`src/rtl/pc_sequencer.sv`:
```
// Program-counter sequencer: registered PC, prioritised next-PC selection and an
// optional return-address stack compiled in with macro PC_SEQUENCER_RAS_EN.
module pc_sequencer #(
    parameter int               WIDTH        = 32,
    parameter logic [WIDTH-1:0] RESET_VECTOR = 32'h0000_0000,
    parameter logic [WIDTH-1:0] EXC_VECTOR   = 32'h8000_0180,
    parameter int               RAS_DEPTH    = 4
) (
    input  logic             CLK,
    input  logic             Reset,
    input  logic             Stall,
    input  logic             Branch,
    input  logic             ALUZero,
    input  logic             Jump,
    input  logic             JumpReg,
    input  logic             Exception,
    input  logic             Link,
    input  logic             Return,
    input  logic [25:0]      JumpField,
    input  logic [WIDTH-1:0] SignExtImm32,
    input  logic [WIDTH-1:0] RegTarget,
    output logic [WIDTH-1:0] CurrentPC,
    output logic [WIDTH-1:0] NextPC,
    output logic [WIDTH-1:0] PCPlus4,
    output logic [WIDTH-1:0] RASTop,
    output logic             RASEmpty,
    output logic             RASMiss
);

    logic commit;
    logic unused_imm;

    // Exception forces the cycle to commit even while the pipeline is stalled.
    assign commit     = !Stall || Exception;
    assign PCPlus4    = CurrentPC + WIDTH'(4);
    assign unused_imm = &{1'b0, SignExtImm32[WIDTH-1:WIDTH-2]};

    always_comb begin
        NextPC = PCPlus4;
        if (Exception)
            NextPC = EXC_VECTOR;
        else if (JumpReg)
            NextPC = RegTarget;
        else if (Branch && ALUZero)
            NextPC = PCPlus4 + {SignExtImm32[WIDTH-3:0], 2'b00};
        else if (Jump)
            NextPC = {PCPlus4[WIDTH-1:28], JumpField, 2'b00};
    end

    always_ff @(posedge CLK or posedge Reset) begin
        if (Reset)
            CurrentPC <= RESET_VECTOR;
        else if (commit)
            CurrentPC <= NextPC;
    end

`ifdef PC_SEQUENCER_RAS_EN
    localparam int PW = $clog2(RAS_DEPTH);
    localparam int CW = PW + 1;

    logic [WIDTH-1:0] ras_mem [RAS_DEPTH];
    logic [PW-1:0]    ras_ptr;
    logic [PW-1:0]    top_idx;
    logic [PW-1:0]    wr_idx;
    logic [CW-1:0]    ras_count;
    logic             ras_empty;
    logic             ras_full;
    logic             upd;
    logic             do_push;
    logic             do_pop;
    logic             do_repl;
    logic             grow;
    logic             wr_en;

    // ras_ptr addresses the next free slot; the top of stack sits one below it.
    assign top_idx   = ras_ptr - PW'(1);
    assign ras_empty = (ras_count == '0);
    assign ras_full  = (ras_count == CW'(RAS_DEPTH));

    assign upd     = commit && !Exception && !Reset;
    assign do_push = upd && Link && !Return;
    assign do_pop  = upd && JumpReg && Return && !Link;
    assign do_repl = upd && Link && Return;
    // A replace on an empty stack degenerates into a plain push.
    assign grow    = do_push || (do_repl && ras_empty);
    assign wr_en   = grow || do_repl;
    assign wr_idx  = grow ? ras_ptr : top_idx;

    always_ff @(posedge CLK) begin
        if (wr_en)
            ras_mem[wr_idx] <= PCPlus4;
    end

    always_ff @(posedge CLK or posedge Reset) begin
        if (Reset) begin
            ras_ptr   <= '0;
            ras_count <= '0;
        end else if (grow) begin
            ras_ptr <= ras_ptr + PW'(1);
            if (!ras_full)
                ras_count <= ras_count + CW'(1);
        end else if (do_pop && !ras_empty) begin
            ras_ptr   <= top_idx;
            ras_count <= ras_count - CW'(1);
        end
    end

    assign RASEmpty = ras_empty;
    assign RASTop   = ras_empty ? '0 : ras_mem[top_idx];
    assign RASMiss  = !Reset && Return && JumpReg &&
                      (ras_empty || (ras_mem[top_idx] != RegTarget));
`else
    logic unused_ras;

    assign unused_ras = &{1'b0, Link, Return};
    assign RASTop     = '0;
    assign RASEmpty   = 1'b1;
    assign RASMiss    = 1'b0;
`endif

endmodule

```
`config.mk`:
```
export PLATFORM = sky130hd
export DESIGN_NAME = pc_sequencer
export DESIGN_NICKNAME = d
export VERILOG_FILES = /design/src/rtl/pc_sequencer.sv
export SDC_FILE = /design/constraint.sdc
export NUM_CORES = 1
export LEC_CHECK = 0
export BUFFER_PORTS_ARGS = -buffer_cell sky130_fd_sc_hd__buf_2
export CAP_MARGIN = 30
export CORE_UTILIZATION = 35
export CTS_CLUSTER_DIAMETER = 120
export DETAILED_ROUTE_END_ITERATION = 7
export SLEW_MARGIN = 20
export SYNTH_ARGS = -nofsm -noshare
export SYNTH_HDL_FRONTEND = slang
export SYNTH_SLANG_ARGS = --single-unit
```
`constraint.sdc`:
```
create_clock -name CLK -period 5.9 [get_ports CLK]
set_input_delay 1.18 -clock CLK [delete_from_list [all_inputs] [get_ports CLK]]
set_output_delay 1.18 -clock CLK [all_outputs]
set_load 0.005 [all_outputs]
```
Yosys cells after proc, flatten, opt, wreduce, memory -nomap -nowiden
Index checks and enable logic that the tools add are counted.

storage, ports and cells
  bits of input ports = 100
  output and inout port bits = 130
  register bits = 32

cells by class
  multiplexer cells = 4
  reductions and logical operators = 3
  $add $sub $neg = 2

operators by type and width
  kind                                                             count
  32-bit 2-to-1 mux                                                3
  32-bit by 3-bit adder with 32-bit output, second input constant  1
  32-bit adder                                                     1
  28-bit 2-to-1 mux                                                1
  1-bit logical AND                                                1
  1-bit logical NOT                                                1
  1-bit logical OR                                                 1

Depth between registers and ports, before layout
Gate-level depths: netlist (run 1).

  word-level depth = 5
  mapped depth = 16
  gate-level depth less buffers = 14

Worst setup path before layout (run 1)
OpenSTA, ideal clock, no wires.

  path type = register to output
  start = register CurrentPC[8]
  end = output port NextPC[28]
  data arrival time = 3,260 ps
  slack = 1,460 ps
  cell stages (with the launch flop) = 17
  cells stage by stage = dfrtp_1 > buf_2 > and4_1 > nand4_4 > or2_1 > nor2_1 > xor2_1 > ha_1 > clkbuf_1 > and3_1 > nand2_1 > or2_2 > o22a_1 > nand2_1 > mux2_2 > nor3_1 > nor3_1

on the way
  longest elaborated chain between the ends = 5

ends and longest elaborated chain
  element                                   RTL line  source
  start: declaration                        22        output logic [WIDTH-1:0] CurrentPC,
  start signal: assignment                  54        CurrentPC <= NextPC;
  32-bit by 3-bit adder with 32-bit output  35        assign PCPlus4 = CurrentPC + WIDTH'(4);
  named net PCPlus4[23]                     24        output logic [WIDTH-1:0] PCPlus4,
  32-bit adder                              45        NextPC = PCPlus4 + {SignExtImm32[WIDTH-3:0], 2'b00};
  32-bit 2-to-1 mux                         44        else if (Branch && ALUZero)
  32-bit 2-to-1 mux                         42        else if (JumpReg)
  32-bit 2-to-1 mux                         40        if (Exception)
  end: declaration                          23        output logic [WIDTH-1:0] NextPC,

The timed path passes the listed nets, and every way through them passes these cells.

Worst setup path in the final report (run 1)
  start = register CurrentPC[4]
  end = output port NextPC[25]

on the way
  longest elaborated chain between the ends = 5

ends and longest elaborated chain
  element                                            RTL line
  32-bit by 3-bit adder with 32-bit output *         35
  32-bit adder or 28-bit 2-to-1 mux (tied branches)  45, 46
  32-bit 2-to-1 mux *                                44
  32-bit 2-to-1 mux *                                42
  32-bit 2-to-1 mux *                                40

Mark *: on every way between the ends. The rest lies on a longest branch, timed or not.

==> results.cfg, run 1 <==
[timing]
setup_tns_ns = 0
worst_pin_slew_ns = 0.7801
clock.fmax_ghz = 0.1787
drv_slew = 0
setup-violations-final = 0
max_slew_margin = 0.4799
finalClockSkew_ns = 0.006379
fin_crit_sh = 0.9487
post-route-min-period_ns = 5.597
hold_viol_final = 0
timing.hold.ws_ns = 0.5696
grt_setup_unrepaired = no

[worst_setup_path]
worst_ep_arrival_time_ns = 4.42
crit_type = register to output port
r2r_setup_slack_ns = 1.69
cp-start-kind = register
crit_start = CurrentPC[4]
r2r-end = CurrentPC[25]
worstReg2RegStart = CurrentPC[4]
end_kind = output port
path_max_fanout = 7
reg2reg_depth = 13
worstPathRequired_ns = 4.72
crit_end = NextPC[25]

[cells_and_area]
reg_top3 = CurrentPC: 32 flops
fillers = 1493
largest-register = CurrentPC
drive_gt1_frac = 0.2662
synthToLayoutAreaGrowth_pct = 23.18
largest_register_ff_count = 32
final_net_count = 985

[detailed_routing]
drt_wl_total_um = 18960
post-route-drc-count = 0
firstDrtPassIters = 6
via_per_inst = 5.384
wl_per_cell_um = 18.41
ant_nets = 0
drt_iter0_markers = 418
num_vias = 5546

[synthesis]
avgSynthCellArea_um2 = 7.313
ys_warn_count = 0
syn_area_um2 = 4943
yosysSeqAreaShare = 0.1620
netlist-cell-type-count = 65
ys_async_sr_fraction = 1.000
ys_ff_latch = 32
synthCells = 676
synth-edff-count = 0
synth_flop_cell = dfrtp_1

[cts]
clk_path_buf_depth = 2
cts.clk_slew.worst_paths_ns = 0.06
clockRootBuffer = clkbuf_16
htree_levels = 2
cts_tree = built
clkSinkCount = 32
cts_made_buffers = 5
ctsHoldBuffers = 0
clk_latency_ns = 0.28

[place]
gp_congestion = 0.9463
dp_hpwl_um = 15260
io_buffers = 191

[die]
die_area_um2 = 14600
die_h_um = 120.8
rows = 43
fp.coreArea_um2 = 13830
die_x_um = 120.8
start_util = 0.3575
io_pins = 230

[outcome]
status = completed

[grt]
grt_pass1_vias = 5293
grt_max_degree = 44
overflow = 0
grt_pass1_wl_um = 29210
antenna_found_initial = 1
grt_util_all_layers = 0.2603

[min_path]
hold_path_depth = 1
min_from = CurrentPC[30]
min_path_type = register to register

[pwr]
total_power_w = 0.0009954
p_per_area_nw_per_um2 = 163.5
leakage_nw = 3.071
peakVddDrop_v = 0.0001020

[flow_run]
cap_violations = 0
-- layout by cell type (no fill, tap or decap), types with 5 or more instances in the layout --
cell       netlist  final
o31ai_1         12     12
mux2i_1         10     10
a21oi_1         53     53
o21a_1           8      8
a21o_1          16     16
ha_1            36     36
xnor2_1         27     27
nor3_1          33     33
nand4_1          9      9
nand2_1         52     52
nand3_1         18     17
clkbuf_16        0      5
or3_1            9      9
o211ai_1        22     22
nor2_1          68     68
nand2b_1        14     14
buf_4           36     12
o21bai_1         6      6
a211oi_1        14     14
a31oi_1          7      7
inv_1           21     21
o21ai_0         23     23
and2_1           9      9
conb_1           2     34
dfrtp_1         32     32
nand3b_1        18     18
buf_2            3    191
xor2_1          20     20
-- where the power goes --
part / switching [W] / internal, W
Clock: 0.0000979 / 0.000166
Sequential: 0.0000246 / 0.000235
Combinational: 0.000276 / 0.000196
-- metrics by stage --
stage	instance area (µm²)	util	instances	setup slack, ns
2_1_floorplan	5064	-	708	1.460
3_3_place_gp	5933	0.4291	1021	0.5949
3_5_place_dp	5933	0.4291	1021	0.5992
4_1_cts	6082	0.4399	1029	0.2785
5_1_grt	6087	0.4402	1029	0.001226
6_report	6090	0.4404	1030	0.3028
-- cells in the mapped netlist, drive strengths merged (6+ instances only) --
master | instances | area share
ha | 36 | 0.091
nor3 | 33 | 0.033
a21oi | 53 | 0.054
buf | 44 | 0.062
clkbuf | 26 | 0.020
xnor2 | 27 | 0.048
dfrtp | 32 | 0.16
o21bai | 6 | 0.0091
nand3 | 19 | 0.020
mux2i | 10 | 0.020
a31oi | 7 | 0.0089
and2 | 9 | 0.011
nand4 | 10 | 0.016
o31ai | 12 | 0.018
inv | 22 | 0.017
nor2 | 68 | 0.052
nand2 | 52 | 0.039
o211ai | 22 | 0.033
a21o | 16 | 0.024
nand2b | 14 | 0.018
or3 | 9 | 0.011
a211oi | 14 | 0.021
o21ai | 27 | 0.027
xor2 | 20 | 0.035
nand3b | 18 | 0.027
o21a | 8 | 0.012
-- worst min-delay path by stage --
stage / end / slack (ns)
after floorplan: CurrentPC[30] / 0.51
after global placement: CurrentPC[30] / 0.53
after detailed placement: CurrentPC[30] / 0.55
after CTS: CurrentPC[30] / 0.57
after global routing: CurrentPC[30] / 0.58
final: CurrentPC[30] / 0.57
-- critical path: stages, from the launching register on --
cell and delay (ns):
dfrtp_1 0.48, and3_1 0.31, nand3_2 0.23, nor3_1 0.30, xor2_1 0.52, ha_1 0.42, a21o_1 0.22, o21bai_1 0.21
a21oi_1 0.19, nor2_1 0.09, nor3b_1 0.25, xnor2_1 0.12, a222oi_1 0.58, nor2_1 0.07, buf_2 0.14
-- cells by family after synthesis --
kind of cell	after synthesis	synth area share
mux	15	0.03164
other cells	2	0.001519
simple gates	255	0.2647
fa+ha+maj	37	0.09517
buf+inv	92	0.09795
flops	32	0.1620
compound gates	196	0.2637
xor+xnor	47	0.08327
-- per-layer routing --
metal	vias up	track usage	wire length, µm
met3	43	0.04528	1536
met5	-	0	0
met2	278	0.4454	8863
met4	0	0.08951	642
li1	2746	-	-
met1	2479	0.3267	7919
-- final cells by class --
cell class,instances,area (µm²),area share
repair buffers,203,1046,0.1718
multi-input cells,584,3784,0.6213
inverters,22,82.58,0.01356
clock inverters,2,10.01,0.001644
diodes,1,2.502,0.0004109
flip-flops and latches,32,800.8,0.1315
clock buffers,6,138.9,0.02281
well taps,180,225.2,0.03698
-- repair_timing --
| item | 4_1_cts | 5_1_grt |
|---|---|---|
| buffers inserted | 0 | 0 |
| setup endpoints to repair | 0 | 2 |
| resized for setup | 0 | 1 |
Note: power is estimated with default switching activity, not from simulation.
==> inputs of run 2 (changes only) <==
Settings changed: RECOVER_POWER set to 100.
==> results.cfg, run 2 (synthesized netlist as in run 1, its figures left out) <==
[timing]
setup-violations-final = 0
fin_crit_sh = 0.9464
max_slew_margin = -0.2034
drv_slew = 33
clock.fmax_ghz = 0.1791
worst_pin_slew_ns = 1.805
setup_tns_ns = 0
hold_viol_final = 0
post-route-min-period_ns = 5.584
grt_setup_unrepaired = no
finalClockSkew_ns = 0.006964

[detailed_routing]
drt_iter0_markers = 451
post-route-drc-count = 0
firstDrtPassIters = 5
num_vias = 5567
ant_nets = 0
wl_per_cell_um = 18.51
via_per_inst = 5.410
drt_wl_total_um = 19050

[cts]
clkSinkCount = 32
clk_latency_ns = 0.28
postCtsSetupBuffers = 0
clockRootBuffer = clkbuf_16
cts_tree = built
cts.clk_slew.worst_paths_ns = 0.05
cts_made_buffers = 5
clk_path_buf_depth = 2
htree_levels = 2

[cells_and_area]
final_cells = 1029
largest-register = CurrentPC
drive_gt1_frac = 0.1779
largest_register_ff_count = 32
final_common_cell = buf_2
reg_top3 = CurrentPC: 32 flops
synthToLayoutAreaGrowth_pct = 20.63
final_net_count = 985
mostFrequentLayoutCells = buf_2 (120), clkbuf_1 (71), nor2_1 (68)
diodes = 0

[outcome]
violations = capacitance limit, slew limit
status = finished with violations

[pwr]
peakVddDrop_v = 0.0001023
p_per_area_nw_per_um2 = 165.4
leakage_nw = 2.805

[worst_setup_path]
end_kind = output port
worstPathRequired_ns = 4.72
slowest_stage = a222oi_1
crit_type = register to output port
cp_common_cell = nor2_1
max_stage_delay_ns = 0.57
path_max_fanout = 7
cp-start-kind = register
worstPathCellList = and3_1, nand3_2, nor3_1, xor2_1, ha_1, a21o_1, o21bai_1, a21oi_1, nor2_1, nor3b_1, xnor2_1, a222oi_1, nor2_1, buf_2
worst_ep_arrival_time_ns = 4.40

[die]
io_pins = 230
start_util = 0.3575
die_area_um2 = 14600
fp.coreArea_um2 = 13830
rows = 43
die_x_um = 120.8
die_h_um = 120.8

[grt]
met1_usage = 0.3267
antenna_found_initial = 1
grt_pass1_vias = 5293
overflow = 0
grt_max_degree = 44
grt_util_all_layers = 0.2603
grtUsageMet2 = 0.4454
grt_pass1_wl_um = 29210
grt-busiest-layer = met2
grt_use_met3 = 0.04528

[place]
dp_cells = 1021
io_buffers = 191
dp_hpwl_um = 15260
gp_congestion = 0.9463

[flow_run]
cap_violations = 1

[min_path]
min_path_type = register to register
## run 2: cell types whose count changed in the layout (fill, tap and decap cells not counted), sizes merged
cell and change:
buf -79, clkbuf +79, diode -1
## run 2: cell type report
type / count / area, µm²
clock buffers: 6 / 138.9
well taps: 180 / 225.2
multi-input cells: 584 / 3769
clock inverters: 2 / 10.01
fillers: 1548 / 7864
repair buffers: 203 / 937.1
flip-flops and latches: 32 / 800.8
inverters: 22 / 82.58
## run 2: final timing paths
path                                    from            end  slack (ns)  depth (start not counted)
worst max-delay path            CurrentPC[4]     NextPC[25]        0.32                         14
min in group asynchronous              Reset  CurrentPC[26]        1.53                          3
worst min register to register  CurrentPC[1]   CurrentPC[1]        0.57                          2
worst max register to register  CurrentPC[4]  CurrentPC[25]        1.66                         13
max in group asynchronous              Reset   CurrentPC[8]        3.32                          3
worst min-delay path            CurrentPC[1]   CurrentPC[1]        0.57                          2
## run 2: stage by stage
stage	power [W]	setup WS, ns	util	area, µm²	hold WS, ns
2_1_floorplan	0.0005696	1.460	-	5064	0.5107
3_3_place_gp	0.0007320	0.5949	0.4291	5933	0.5272
3_5_place_dp	0.0007321	0.5992	0.4291	5933	0.5540
4_1_cts	0.0009980	0.2785	0.4399	6082	0.5670
5_1_grt	0.001050	0.01428	0.4313	5963	0.5799
6_report	0.0009866	0.3161	0.4313	5963	0.5714
## run 2: worst max-delay path, delay by kind of cell (launching register included)
family                   cells  cell delay [ns]
buffers and inverters        1             0.14
AND/OR/NAND/NOR              6             1.23
AO/OA/AOI/OAI                4             1.20
XOR/XNOR                     2             0.66
flip-flops                   1             0.48
adder cells (fa/ha/maj)      1             0.42
## run 2: power breakdown
part           internal [W]  switching (W)  leakage (nW)  total, W
logic              0.000185       0.000277          2.31  0.000462
registers          0.000235      0.0000250         0.414  0.000260
clock network      0.000166      0.0000988        0.0766  0.000265
## run 2: repair_timing
item,in CTS,in global routing
resized for setup,0,1
endpoints found under the setup margin,0,2
hold endpoints to repair,0,0
hold buffers,0,0
## run 2: layer usage
metal | vias up | part of all wire
met5 | - | 0
met4 | 0 | 0.031
met1 | 2534 | 0.43
met3 | 40 | 0.068
li1 | 2733 | -
met2 | 260 | 0.47
==> inputs of run 3 (changes only) <==
Settings changed: CORE_MARGIN set to 1.5, PLACE_DENSITY set to 0.65.
Clock period 5.9 ns to 4.5 ns, I/O delays scaled along.
==> results.cfg, run 3 (synthesized netlist as in run 1, its figures left out) <==
[timing]
clock.fmax_ghz = 0.2193
fin_ws_ns = -0.05979
setup-violations-final = 2
grt_setup_unrepaired = yes
fin_crit_sh = 1.013
max_slew_margin = -0.2222
worst_pin_slew_ns = 1.833
post-route-min-period_ns = 4.560
finalClockSkew_ns = 0.005281
drv_slew = 33
timing.hold.ws_ns = 0.5722
hold_viol_final = 0

[grt]
grt_max_degree = 77
overflow = 0
grt_pass1_vias = 5936
grt_util_all_layers = 0.2709
grt_pass1_wl_um = 30760
antenna_found_initial = 1

[cells_and_area]
reg_top3 = CurrentPC: 32 flops
synthToLayoutAreaGrowth_pct = 61.28
final_common_cell = buf_2
final_net_count = 1125
largest_register_ff_count = 32
final_util = 0.5766
fillers = 1304
multi_input_area_um2 = 4593
drive_gt1_frac = 0.4702
largest-register = CurrentPC
final_cells = 1170
seq_area_um2 = 802.0
mostFrequentLayoutCells = buf_2 (186), buf_4 (135), nor2_1 (59)

[die]
start_util = 0.3575
fp.coreArea_um2 = 13830
die_x_um = 121.8
io_pins = 230
die_area_um2 = 14850
die_h_um = 121.8
rows = 43

[min_path]
min_path_type = register to register
hold_end = CurrentPC[30]
min_from = CurrentPC[30]
hold_path_depth = 1

[cts]
clkSinkCount = 32
cts_tree = built
clockRootBuffer = clkbuf_16
cts_made_buffers = 5
htree_levels = 2
clk_path_buf_depth = 2
ctsHoldBuffers = 0
cts.clk_slew.worst_paths_ns = 0.06
clk_latency_ns = 0.28

[pwr]
p_per_area_nw_per_um2 = 199.4
leakage_nw = 3.946
peakVddDrop_v = 0.0001467

[detailed_routing]
wl_per_cell_um = 18.17
post-route-drc-count = 0
drt_wl_total_um = 21260
ant_nets = 0
num_vias = 6339
firstDrtPassIters = 5
drt_iter0_markers = 390
via_per_inst = 5.418

[outcome]
status = finished with violations
violations = capacitance limit, slew limit, setup timing

[worst_setup_path]
r2r_setup_slack_ns = 0.99
end_kind = output port
worstReg2RegStart = CurrentPC[9]
worstPathRequired_ns = 3.60
worstPathCellList = and4_4, nand4_4, buf_6, buf_6, nor3_4, xnor2_2, ha_1, nand4_1, nor3_2, nand3_1, a311o_1, a31o_2, a21oi_2, buf_4, xnor2_2, o21ai_1, buf_2
cp-start-kind = register
worst_ep_arrival_time_ns = 3.66
r2r-end = CurrentPC[30]
max_stage_delay_ns = 0.35
reg2reg_depth = 19
path_max_fanout = 5
slowest_stage = dfrtp_1
crit_type = register to output port

[place]
dp_hpwl_um = 16310
io_buffers = 191
gp_congestion = 0.9605
dp_cells = 1127

[flow_run]
cap_violations = 1
[run 3: changes by cell type in the layout (fill, tap and decap cells not counted), moves of 14 or more]
cell	change
buf_4	+131
buf_2	+66
a21oi_1	-20
clkbuf_1	-57
a21oi_2	+17
ha_1	-14
[run 3: layout make-up]
class	count	share of cell area
multi-input cells	584	0.5761
repair buffers	343	0.2638
flip-flops and latches	32	0.1006
well taps	180	0.02825
clock buffers	6	0.01616
inverters	22	0.01036
clock inverters	2	0.004394
diodes	1	0.0003139
[run 3: what timing repair did]
item / in CTS / in global routing
endpoints found under the hold margin: 0 / 0
pin swaps: 27 / 69
setup endpoints to repair: 16 / 18
resized for setup: 51 / 108
buffers inserted: 11 / 24
[run 3: power by group]
| part | total, W | internal [W] | switching (W) |
|---|---|---|---|
| sequential | 0.000327 | 0.000308 | 0.0000189 |
| clock | 0.000387 | 0.000260 | 0.000127 |
| combinational | 0.000875 | 0.000416 | 0.000459 |
| total | 0.00159 | 0.000984 | 0.000605 |
[run 3: metal layers]
metal	GRT usage	vias to the layer above	wire (µm)
met4	0.1294	0	1143
met2	0.4772	323	10260
met5	0	-	0
met1	0.3137	2919	8139
li1	-	3024	-
met3	0.05243	73	1725
[run 3: worst max-delay path, delay by kind of cell, from the launching register on]
| kind | cells | cell delay, ns |
|---|---|---|
| simple gates | 6 | 1.09 |
| compound gates | 4 | 0.77 |
| buf+inv | 4 | 0.57 |
| flops | 1 | 0.35 |
| fa+ha+maj | 1 | 0.33 |
| xor+xnor | 2 | 0.27 |
[run 3: through the flow]
step                TNS (ns)  setup slack (ns)  instance area (µm²)  total power (W)
finish              -0.08050          -0.05979                 7973         0.001590
global route          -1.202           -0.1929                 7973         0.001685
CTS                  -0.2506          -0.08057                 7281         0.001502
detailed placement  -0.01126          -0.01126                 6741         0.001068
global placement           0          0.005943                 6741         0.001064
floorplan                  0            0.3403                 5064        0.0007468
[run 3: worst max path at each step]
stage                   from    endpoint  slack, ns
6_report       CurrentPC[13]  NextPC[31]      -0.06
5_1_grt        CurrentPC[12]  NextPC[31]      -0.19
4_1_cts         CurrentPC[8]  NextPC[31]      -0.08
3_5_place_dp   CurrentPC[11]  NextPC[31]      -0.01
3_3_place_gp   CurrentPC[10]  NextPC[24]      0.006
2_1_floorplan   CurrentPC[8]  NextPC[28]       0.34
